File: src/rtl/emoji_pkg.sv
// Shared constants and types for the emoji placement controller.
//   EMOJI_SIZE            sprite edge length in screen pixels
//   EMOJI_COUNT           number of emoji types
//   X_MAX / Y_MAX         largest cursor coordinate, in half-pixel units
//   CURSOR_X0 / CURSOR_Y0 cursor position after reset (screen centre)
//   place_state_t         controller mode
package emoji_pkg;

  localparam int unsigned EMOJI_SIZE  = 64;
  localparam int unsigned EMOJI_COUNT = 6;
  localparam int unsigned X_MAX       = 288;
  localparam int unsigned Y_MAX       = 208;
  localparam int unsigned CURSOR_X0   = 144;
  localparam int unsigned CURSOR_Y0   = 104;

  typedef enum logic [1:0] {VIEW, EDIT, CLEAR} place_state_t;

endpackage

File: src/rtl/emoji_placement_ctrl_btn_rise.sv
// Rising-edge detector for a vector of debounced button levels.
//   clk   clock
//   reset synchronous active-low reset; clears the previous-value register
//   btn   current button levels
//   rise  btn & ~prev, one bit per button (combinational from btn)
module btn_rise #(
  parameter int unsigned WIDTH = 1
) (
  input  logic             clk,
  input  logic             reset,
  input  logic [WIDTH-1:0] btn,
  output logic [WIDTH-1:0] rise
);

  logic [WIDTH-1:0] prev_q;

  always_ff @(posedge clk) begin
    if (!reset) begin
      prev_q <= '0;
    end else begin
      prev_q <= btn;
    end
  end

  assign rise = btn & ~prev_q;

endmodule

File: src/rtl/emoji_placement_ctrl.sv
// Edit-mode controller for the emoji overlay: moves a preview cursor on frame ticks and keeps a
// bounded list of placed emojis (oldest in slot 0, oldest dropped when full).
//   clk, reset                       clock, synchronous active-low reset
//   frame_tick                       one-cycle pulse at start of vertical blanking
//   sw0_edit_mode                    edit switch level
//   btn_up/down/left/right           held levels, sampled on frame ticks
//   btn_place/type/clear             levels, act on rising edge
//   preview_enable                   cursor visible (EDIT only)
//   current_emoji_x/y/type           cursor position (half-pixel units) and type
//   emoji_count                      number of valid slots
//   emoji_x/y/type [0:MAX_EMOJI-1]   slot contents
// All outputs are registered.
module emoji_placement_ctrl #(
  parameter int unsigned MAX_EMOJI   = 8,
  parameter int unsigned EMOJI_COUNT = emoji_pkg::EMOJI_COUNT,
  parameter int unsigned STEP        = 2,
  parameter int unsigned X_MAX       = emoji_pkg::X_MAX,
  parameter int unsigned Y_MAX       = emoji_pkg::Y_MAX
) (
  input  logic       clk,
  input  logic       reset,
  input  logic       frame_tick,
  input  logic       sw0_edit_mode,
  input  logic       btn_up,
  input  logic       btn_down,
  input  logic       btn_left,
  input  logic       btn_right,
  input  logic       btn_place,
  input  logic       btn_type,
  input  logic       btn_clear,
  output logic       preview_enable,
  output logic [8:0] current_emoji_x,
  output logic [8:0] current_emoji_y,
  output logic [2:0] current_emoji_type,
  output logic [2:0] emoji_count,
  output logic [8:0] emoji_x    [0:MAX_EMOJI-1],
  output logic [8:0] emoji_y    [0:MAX_EMOJI-1],
  output logic [2:0] emoji_type [0:MAX_EMOJI-1]
);

  // One slot is unusable because emoji_count is only 3 bits wide.
  localparam int unsigned CAP       = MAX_EMOJI - 1;
  localparam int unsigned IDX_W     = $clog2(MAX_EMOJI);
  localparam logic [2:0]  CNT_CAP   = 3'(CAP);
  localparam logic [2:0]  TYPE_LAST = 3'(EMOJI_COUNT - 1);
  localparam logic [IDX_W-1:0] LAST_IDX = IDX_W'(MAX_EMOJI - 1);
  localparam logic [9:0]  STEP10    = 10'(STEP);
  localparam logic [8:0]  STEP9     = 9'(STEP);
  localparam logic [9:0]  XMAX10    = 10'(X_MAX);
  localparam logic [9:0]  YMAX10    = 10'(Y_MAX);

  emoji_pkg::place_state_t state_q, state_d;

  logic [2:0]       rise;
  logic             place_rise, type_rise, clear_rise;
  logic             do_clear, do_place, do_type, do_move, in_clear, preview_d;
  logic             preview_q;
  logic [IDX_W-1:0] clr_idx_q, clr_idx_d;
  logic [8:0]       cur_x_q, cur_x_d, cur_y_q, cur_y_d;
  logic [2:0]       type_q, type_d, count_q, count_d;
  logic [9:0]       x_up, y_up;
  logic [8:0]       slot_x_q [0:MAX_EMOJI-1];
  logic [8:0]       slot_y_q [0:MAX_EMOJI-1];
  logic [2:0]       slot_t_q [0:MAX_EMOJI-1];
  logic [8:0]       slot_x_d [0:MAX_EMOJI-1];
  logic [8:0]       slot_y_d [0:MAX_EMOJI-1];
  logic [2:0]       slot_t_d [0:MAX_EMOJI-1];

  btn_rise #(
    .WIDTH(3)
  ) u_btn_rise (
    .clk  (clk),
    .reset(reset),
    .btn  ({btn_clear, btn_type, btn_place}),
    .rise (rise)
  );

  assign place_rise = rise[0];
  assign type_rise  = rise[1];
  assign clear_rise = rise[2];

  // State register
  always_ff @(posedge clk) begin
    if (!reset) begin
      state_q <= emoji_pkg::VIEW;
    end else begin
      state_q <= state_d;
    end
  end

  // Next state: the edit switch going low wins from every state.
  always_comb begin
    state_d = state_q;
    unique case (state_q)
      emoji_pkg::VIEW: if (sw0_edit_mode) state_d = emoji_pkg::EDIT;
      emoji_pkg::EDIT: begin
        if (!sw0_edit_mode)  state_d = emoji_pkg::VIEW;
        else if (clear_rise) state_d = emoji_pkg::CLEAR;
      end
      emoji_pkg::CLEAR: begin
        if (!sw0_edit_mode)              state_d = emoji_pkg::VIEW;
        else if (clr_idx_q == LAST_IDX) state_d = emoji_pkg::EDIT;
      end
      default: state_d = emoji_pkg::VIEW;
    endcase
  end

  // Action strobes; clear suppresses place and type in the same cycle.
  always_comb begin
    do_clear  = 1'b0;
    do_place  = 1'b0;
    do_type   = 1'b0;
    do_move   = 1'b0;
    in_clear  = (state_q == emoji_pkg::CLEAR);
    preview_d = (state_d == emoji_pkg::EDIT);
    if (state_q == emoji_pkg::EDIT && sw0_edit_mode) begin
      do_clear = clear_rise;
      do_place = place_rise & ~clear_rise;
      do_type  = type_rise & ~clear_rise;
      do_move  = frame_tick;
    end
  end

  // Cursor and type; placement reads the *_q values so it sees pre-move, pre-increment data.
  always_comb begin
    cur_x_d = cur_x_q;
    cur_y_d = cur_y_q;
    type_d  = type_q;
    x_up    = {1'b0, cur_x_q} + STEP10;
    y_up    = {1'b0, cur_y_q} + STEP10;
    if (do_move && (btn_left ^ btn_right)) begin
      if (btn_right) cur_x_d = (x_up > XMAX10) ? XMAX10[8:0] : x_up[8:0];
      else           cur_x_d = (cur_x_q < STEP9) ? 9'd0 : cur_x_q - STEP9;
    end
    if (do_move && (btn_up ^ btn_down)) begin
      if (btn_down) cur_y_d = (y_up > YMAX10) ? YMAX10[8:0] : y_up[8:0];
      else          cur_y_d = (cur_y_q < STEP9) ? 9'd0 : cur_y_q - STEP9;
    end
    if (do_type) type_d = (type_q == TYPE_LAST) ? 3'd0 : type_q + 3'd1;
  end

  // Slot list
  always_comb begin
    slot_x_d  = slot_x_q;
    slot_y_d  = slot_y_q;
    slot_t_d  = slot_t_q;
    count_d   = count_q;
    clr_idx_d = in_clear ? clr_idx_q + 1'b1 : '0;
    if (in_clear) begin
      slot_x_d[clr_idx_q] = '0;
      slot_y_d[clr_idx_q] = '0;
      slot_t_d[clr_idx_q] = '0;
    end else if (do_clear) begin
      count_d = '0;
    end else if (do_place) begin
      if (count_q == CNT_CAP) begin
        // Full: drop the oldest and append at the top usable slot.
        for (int i = 0; i < int'(CAP) - 1; i++) begin
          slot_x_d[i] = slot_x_q[i+1];
          slot_y_d[i] = slot_y_q[i+1];
          slot_t_d[i] = slot_t_q[i+1];
        end
        slot_x_d[CAP-1] = cur_x_q;
        slot_y_d[CAP-1] = cur_y_q;
        slot_t_d[CAP-1] = type_q;
      end else begin
        slot_x_d[count_q] = cur_x_q;
        slot_y_d[count_q] = cur_y_q;
        slot_t_d[count_q] = type_q;
        count_d           = count_q + 3'd1;
      end
    end
  end

  always_ff @(posedge clk) begin
    if (!reset) begin
      preview_q <= 1'b0;
      cur_x_q   <= 9'(emoji_pkg::CURSOR_X0);
      cur_y_q   <= 9'(emoji_pkg::CURSOR_Y0);
      type_q    <= '0;
      count_q   <= '0;
      clr_idx_q <= '0;
      for (int i = 0; i < int'(MAX_EMOJI); i++) begin
        slot_x_q[i] <= '0;
        slot_y_q[i] <= '0;
        slot_t_q[i] <= '0;
      end
    end else begin
      preview_q <= preview_d;
      cur_x_q   <= cur_x_d;
      cur_y_q   <= cur_y_d;
      type_q    <= type_d;
      count_q   <= count_d;
      clr_idx_q <= clr_idx_d;
      slot_x_q  <= slot_x_d;
      slot_y_q  <= slot_y_d;
      slot_t_q  <= slot_t_d;
    end
  end

  assign preview_enable     = preview_q;
  assign current_emoji_x    = cur_x_q;
  assign current_emoji_y    = cur_y_q;
  assign current_emoji_type = type_q;
  assign emoji_count        = count_q;
  assign emoji_x            = slot_x_q;
  assign emoji_y            = slot_y_q;
  assign emoji_type         = slot_t_q;

endmodule

File: config.mk
export PLATFORM = sky130hd
export DESIGN_NAME = emoji_placement_ctrl
export DESIGN_NICKNAME = d
export VERILOG_FILES = /design/src/rtl/emoji_pkg.sv /design/src/rtl/emoji_placement_ctrl_btn_rise.sv /design/src/rtl/emoji_placement_ctrl.sv
export SDC_FILE = /design/constraint.sdc
export NUM_CORES = 1
export LEC_CHECK = 0
export BUFFER_PORTS_ARGS = -buffer_cell sky130_fd_sc_hd__buf_2
export CAP_MARGIN = 20
export CORE_AREA = 10 10 141 169
export DETAILED_ROUTE_END_ITERATION = 6
export DIE_AREA = 0 0 151 179
export GPL_TIMING_DRIVEN = 0
export PLACE_DENSITY = 0.74
export RECOVER_POWER = 50
export SYNTH_ARGS = -nofsm -noshare
export SYNTH_HDL_FRONTEND = slang
export SYNTH_SLANG_ARGS = --single-unit
File: constraint.sdc
create_clock -name clk -period 2.4 [get_ports clk]
set_input_delay 0.24 -clock clk [delete_from_list [all_inputs] [get_ports clk]]
set_output_delay 0.24 -clock clk [all_outputs]
set_load 0.05 [all_outputs]
==> summary.log <==
INFO  power          vdd_drop_max=0.000539V
INFO  floorplanning  chipHeight=179um
INFO  placement      dp_hpwl=25500um
INFO  placement      dpl_cell_area=0.0104sqmm
INFO  timing         grt_setup_unrepaired=yes
INFO  clocking       tritoncts=built
INFO  cells_and_area fillerInstances=2075
INFO  power          pwr_density_cell=596mW/mm^2
INFO  timing         timing.final.setup_violations=0
INFO  synthesis      avgSynthCellArea=8.76squm
INFO  timing         fin_crit=2280ps
INFO  clocking       hold_fix_buffers_cts=0
INFO  floorplanning  ioPinCount=204
INFO  grt            global_route_wire_length_before_repair=52200um
INFO  synthesis      synth_edf_count=0
INFO  outcome        failed_checks=DRC
INFO  grt            grt_start_max_net_pins=19
INFO  detailed_routing drtAntennaViolNets=0
INFO  floorplanning  effective_utilization_at_floorplan=44.0%
INFO  detailed_routing drt_pass1_iterations=7
INFO  floorplanning  fp.coreArea=0.0206sqmm
INFO  synthesis      gate_count_of_the_mapped_netlist=1034
INFO  worst_setup_path data_required_time_at_the_worst_endpoint=2760ps
INFO  power          power.static_leakage=3.57nW
INFO  synthesis      top_flip_flop_cell_by_instance_count_after_synthesis=sky130_fd_sc_hd__dfxtp_1
INFO  cells_and_area antennaDiodeCount=0
INFO  clocking       clock-sinks=199
INFO  floorplanning  rows=58
INFO  placement      port_buffers=200
INFO  detailed_routing avgRoutedWirePerCell=22.6um
INFO  cells_and_area layout-area-overhead-vs-synth=19.7%
INFO  synthesis      synth.ff_latch_count=199
INFO  clocking       cts-buffers-inserted=17
INFO  detailed_routing num_vias=9404
INFO  clocking       ctsHtreeMaxLevel=4
INFO  outcome        status=complete, but fails checks
INFO  grt            first_global_vias=8837
INFO  worst_setup_path startpoint_type=flop
INFO  grt            antenna_found_initial=0
INFO  placement      place.detailed.instances=1505
INFO  worst_setup_path highest_net_fanout_along_the_worst_path=10
INFO  timing         finalHoldViolations=0
INFO  floorplanning  die-width=151um
INFO  clocking       clk_latency=440ps
INFO  timing         worst_pin_slew=831ps
INFO  placement      global_placer_s_final_weighted_congestion=0.971
INFO  detailed_routing postRouteWirelength=34700um
INFO  synthesis      synthesized_area=0.00906sqmm
INFO  grt            overall_routing_resource_usage=24.9%
INFO  cells_and_area layout.nets=1272
INFO  detailed_routing drt_iter0_drc=1142
INFO  synthesis      async_flop_share=0%
INFO  cells_and_area post_layout_nonfiller_instances=1536
INFO  clocking       clock_tree_root_driver_cell=sky130_fd_sc_hd__clkbuf_16
INFO  hold_path      min_path_type=input port to flop
INFO  timing         timing.hold.ws=16.8ps
INFO  timing         clock-skew-final=10.4ps
INFO  synthesis      post_synthesis_cell_type_count=67
INFO  run            maxCapViolations=0
INFO  grt            globalRouteOverflowTotal=0
INFO  detailed_routing drt-vias-per-instance=6.12
INFO  worst_setup_path timing.critical_path.arrival=2640ps
INFO  timing         slew_violations=0
INFO  floorplanning  floorplan.die_area=0.0270sqmm
INFO  clocking       max-clock-path-buffers=2
INFO  timing         timing.slew.headroom=44.6%
INFO  clocking       clock_pin_slew_of_the_registers_on_the_worst_case_setup_and_hold_paths=80ps
INFO  timing         post_route_fraction_of_the_period_consumed_by_the_critical_path=95.0%
INFO  synthesis      synth-seq-area-share=44.0%
INFO  cells_and_area drive_gt1_share=10.4%
INFO  cells_and_area final_cell_area=0.0108sqmm
INFO  detailed_routing drc=11
INFO  worst_setup_path end_kind=flop
INFO  synthesis      ys_warn_count=0
INFO  worst_setup_path critPathKind=flop to flop
INFO  timing         timing.fmax=438MHz
INFO  timing         final.setup.tns=0ps
## area by class of cell
type / count / area [sq um] / share of cell area [%]
buffer: 110 / 542 / 5.00
inverter: 17 / 66.3 / 0.612
sequential: 199 / 3990 / 36.8
tap: 270 / 338 / 3.12
clock inverter: 15 / 141 / 1.30
timing repair buffer: 202 / 785 / 7.24
multi-input combinational: 706 / 4560 / 42.0
clock buffer: 17 / 425 / 3.92
## stage by stage
step	utilization, %	power [mW]	setup WS [ps]
floorplan	-	3.59	38.8
global placement	50.5	3.67	-174
detailed placement	50.5	3.68	-171
CTS	53.4	6.46	7.26
global route	52.6	6.61	-61.5
finish	52.6	6.46	119
## where the power goes
part | leakage [nW] | internal (mW) | total (mW) | switching, mW
combinational | 1.69 | 0.0884 | 0.289 | 0.201
clock | 0.270 | 1.46 | 2.85 | 1.39
sequential | 1.61 | 3.31 | 3.32 | 0.0103
## critical path, stage by stage, from the launching register on
cell	delay [ps]
sky130_fd_sc_hd__dfxtp_1	360
sky130_fd_sc_hd__buf_2	260
sky130_fd_sc_hd__and3b_1	360
sky130_fd_sc_hd__nor2_1	150
sky130_fd_sc_hd__nor2_1	60
sky130_fd_sc_hd__a41oi_1	350
sky130_fd_sc_hd__buf_2	340
sky130_fd_sc_hd__a32oi_1	120
sky130_fd_sc_hd__a21boi_0	200
## synthesized netlist by cell type (all sizes together) (2+ instances only)
master | count | area share (%)
nor2b | 79 | 5.5
nor3b | 4 | 0.39
clkbuf | 68 | 2.8
o31ai | 3 | 0.25
o221a | 3 | 0.37
nand3 | 21 | 1.2
nand3b | 3 | 0.39
o21ai | 23 | 1.3
a21oi | 73 | 4.0
and2 | 11 | 0.76
ha | 8 | 1.1
mux2i | 3 | 0.33
clkinv | 2 | 0.083
nor4 | 2 | 0.14
o211ai | 4 | 0.33
xnor2 | 6 | 0.58
a32oi | 81 | 7.8
a31oi | 11 | 0.76
nand4 | 4 | 0.28
buf | 45 | 3.0
nor2 | 68 | 2.9
nor3 | 16 | 1.1
a211oi | 4 | 0.33
a31o | 2 | 0.19
and3 | 11 | 0.76
a21boi | 46 | 3.8
or3 | 4 | 0.28
inv | 15 | 0.62
dfxtp | 199 | 44
a222oi | 30 | 3.3
nand2 | 104 | 4.3
xor2 | 2 | 0.19
a41oi | 3 | 0.37
nand2b | 5 | 0.35
a22oi | 49 | 4.1
nor4b | 2 | 0.19
o31a | 2 | 0.19
## cell usage in the layout (no fill, tap or decap), drive strengths merged, types with 4 or more instances in the layout
master      n
o21ai      23
or3         4
a222oi     30
clkbuf    269
inv        22
buf        60
clkinvlp    4
nor2b      79
nand4       4
dfxtp     199
a22oi      49
and2       11
a32oi      81
a211oi      4
ha          8
nand2     104
o211ai      4
nor2       68
clkinv      5
nor3       16
a31oi      11
a21oi      73
nor3b       4
nand2b      5
xnor2       6
a21boi     46
and3       11
nand3      21
## routing by layer
layer,routed length (um),global-route usage [%]
met4,1610,11.6
met2,15900,39.8
met1,14100,31.0
met5,0,0
met3,3070,5.88
## final timing paths
path	startpoint	endpoint	slack [ps]	cells past startpoint
hold / removal	btn_clear	u_btn_rise.prev_q[2]	20	2
setup reg to reg	emoji_count[2]	emoji_y[40]	120	8
hold reg to reg	emoji_y[44]	emoji_y[53]	470	2
setup / recovery	emoji_count[2]	emoji_y[40]	120	8
## registers in the layout, indices dropped and copies added, names as in the netlist
signal,flops
preview_enable,1
emoji_x,72
u_btn_rise.prev_q,3
state_q,2
current_emoji_y,8
current_emoji_type,3
clr_idx_q,3
emoji_count,3
emoji_y,72
emoji_type,24
current_emoji_x,8
## cells by family (layout without fill, tap and decap cells)
family | after synthesis | after routing | synth area share (%)
compound gates | 344 | 344 | 28.1
xor+xnor | 8 | 8 | 0.774
fa+ha+maj | 8 | 8 | 1.11
buf+inv | 130 | 361 | 6.52
flops | 199 | 199 | 44.0
mux | 4 | 4 | 0.456
other cells | 1 | 2 | 0.0414
simple gates | 340 | 340 | 19.0
## what timing repair did
item,4_1_cts,5_1_grt
resized for setup,9,39
pin swaps,1,3
setup buffers,1,1
setup endpoints to repair,79,146
Power figures use the tool's default switching activity.
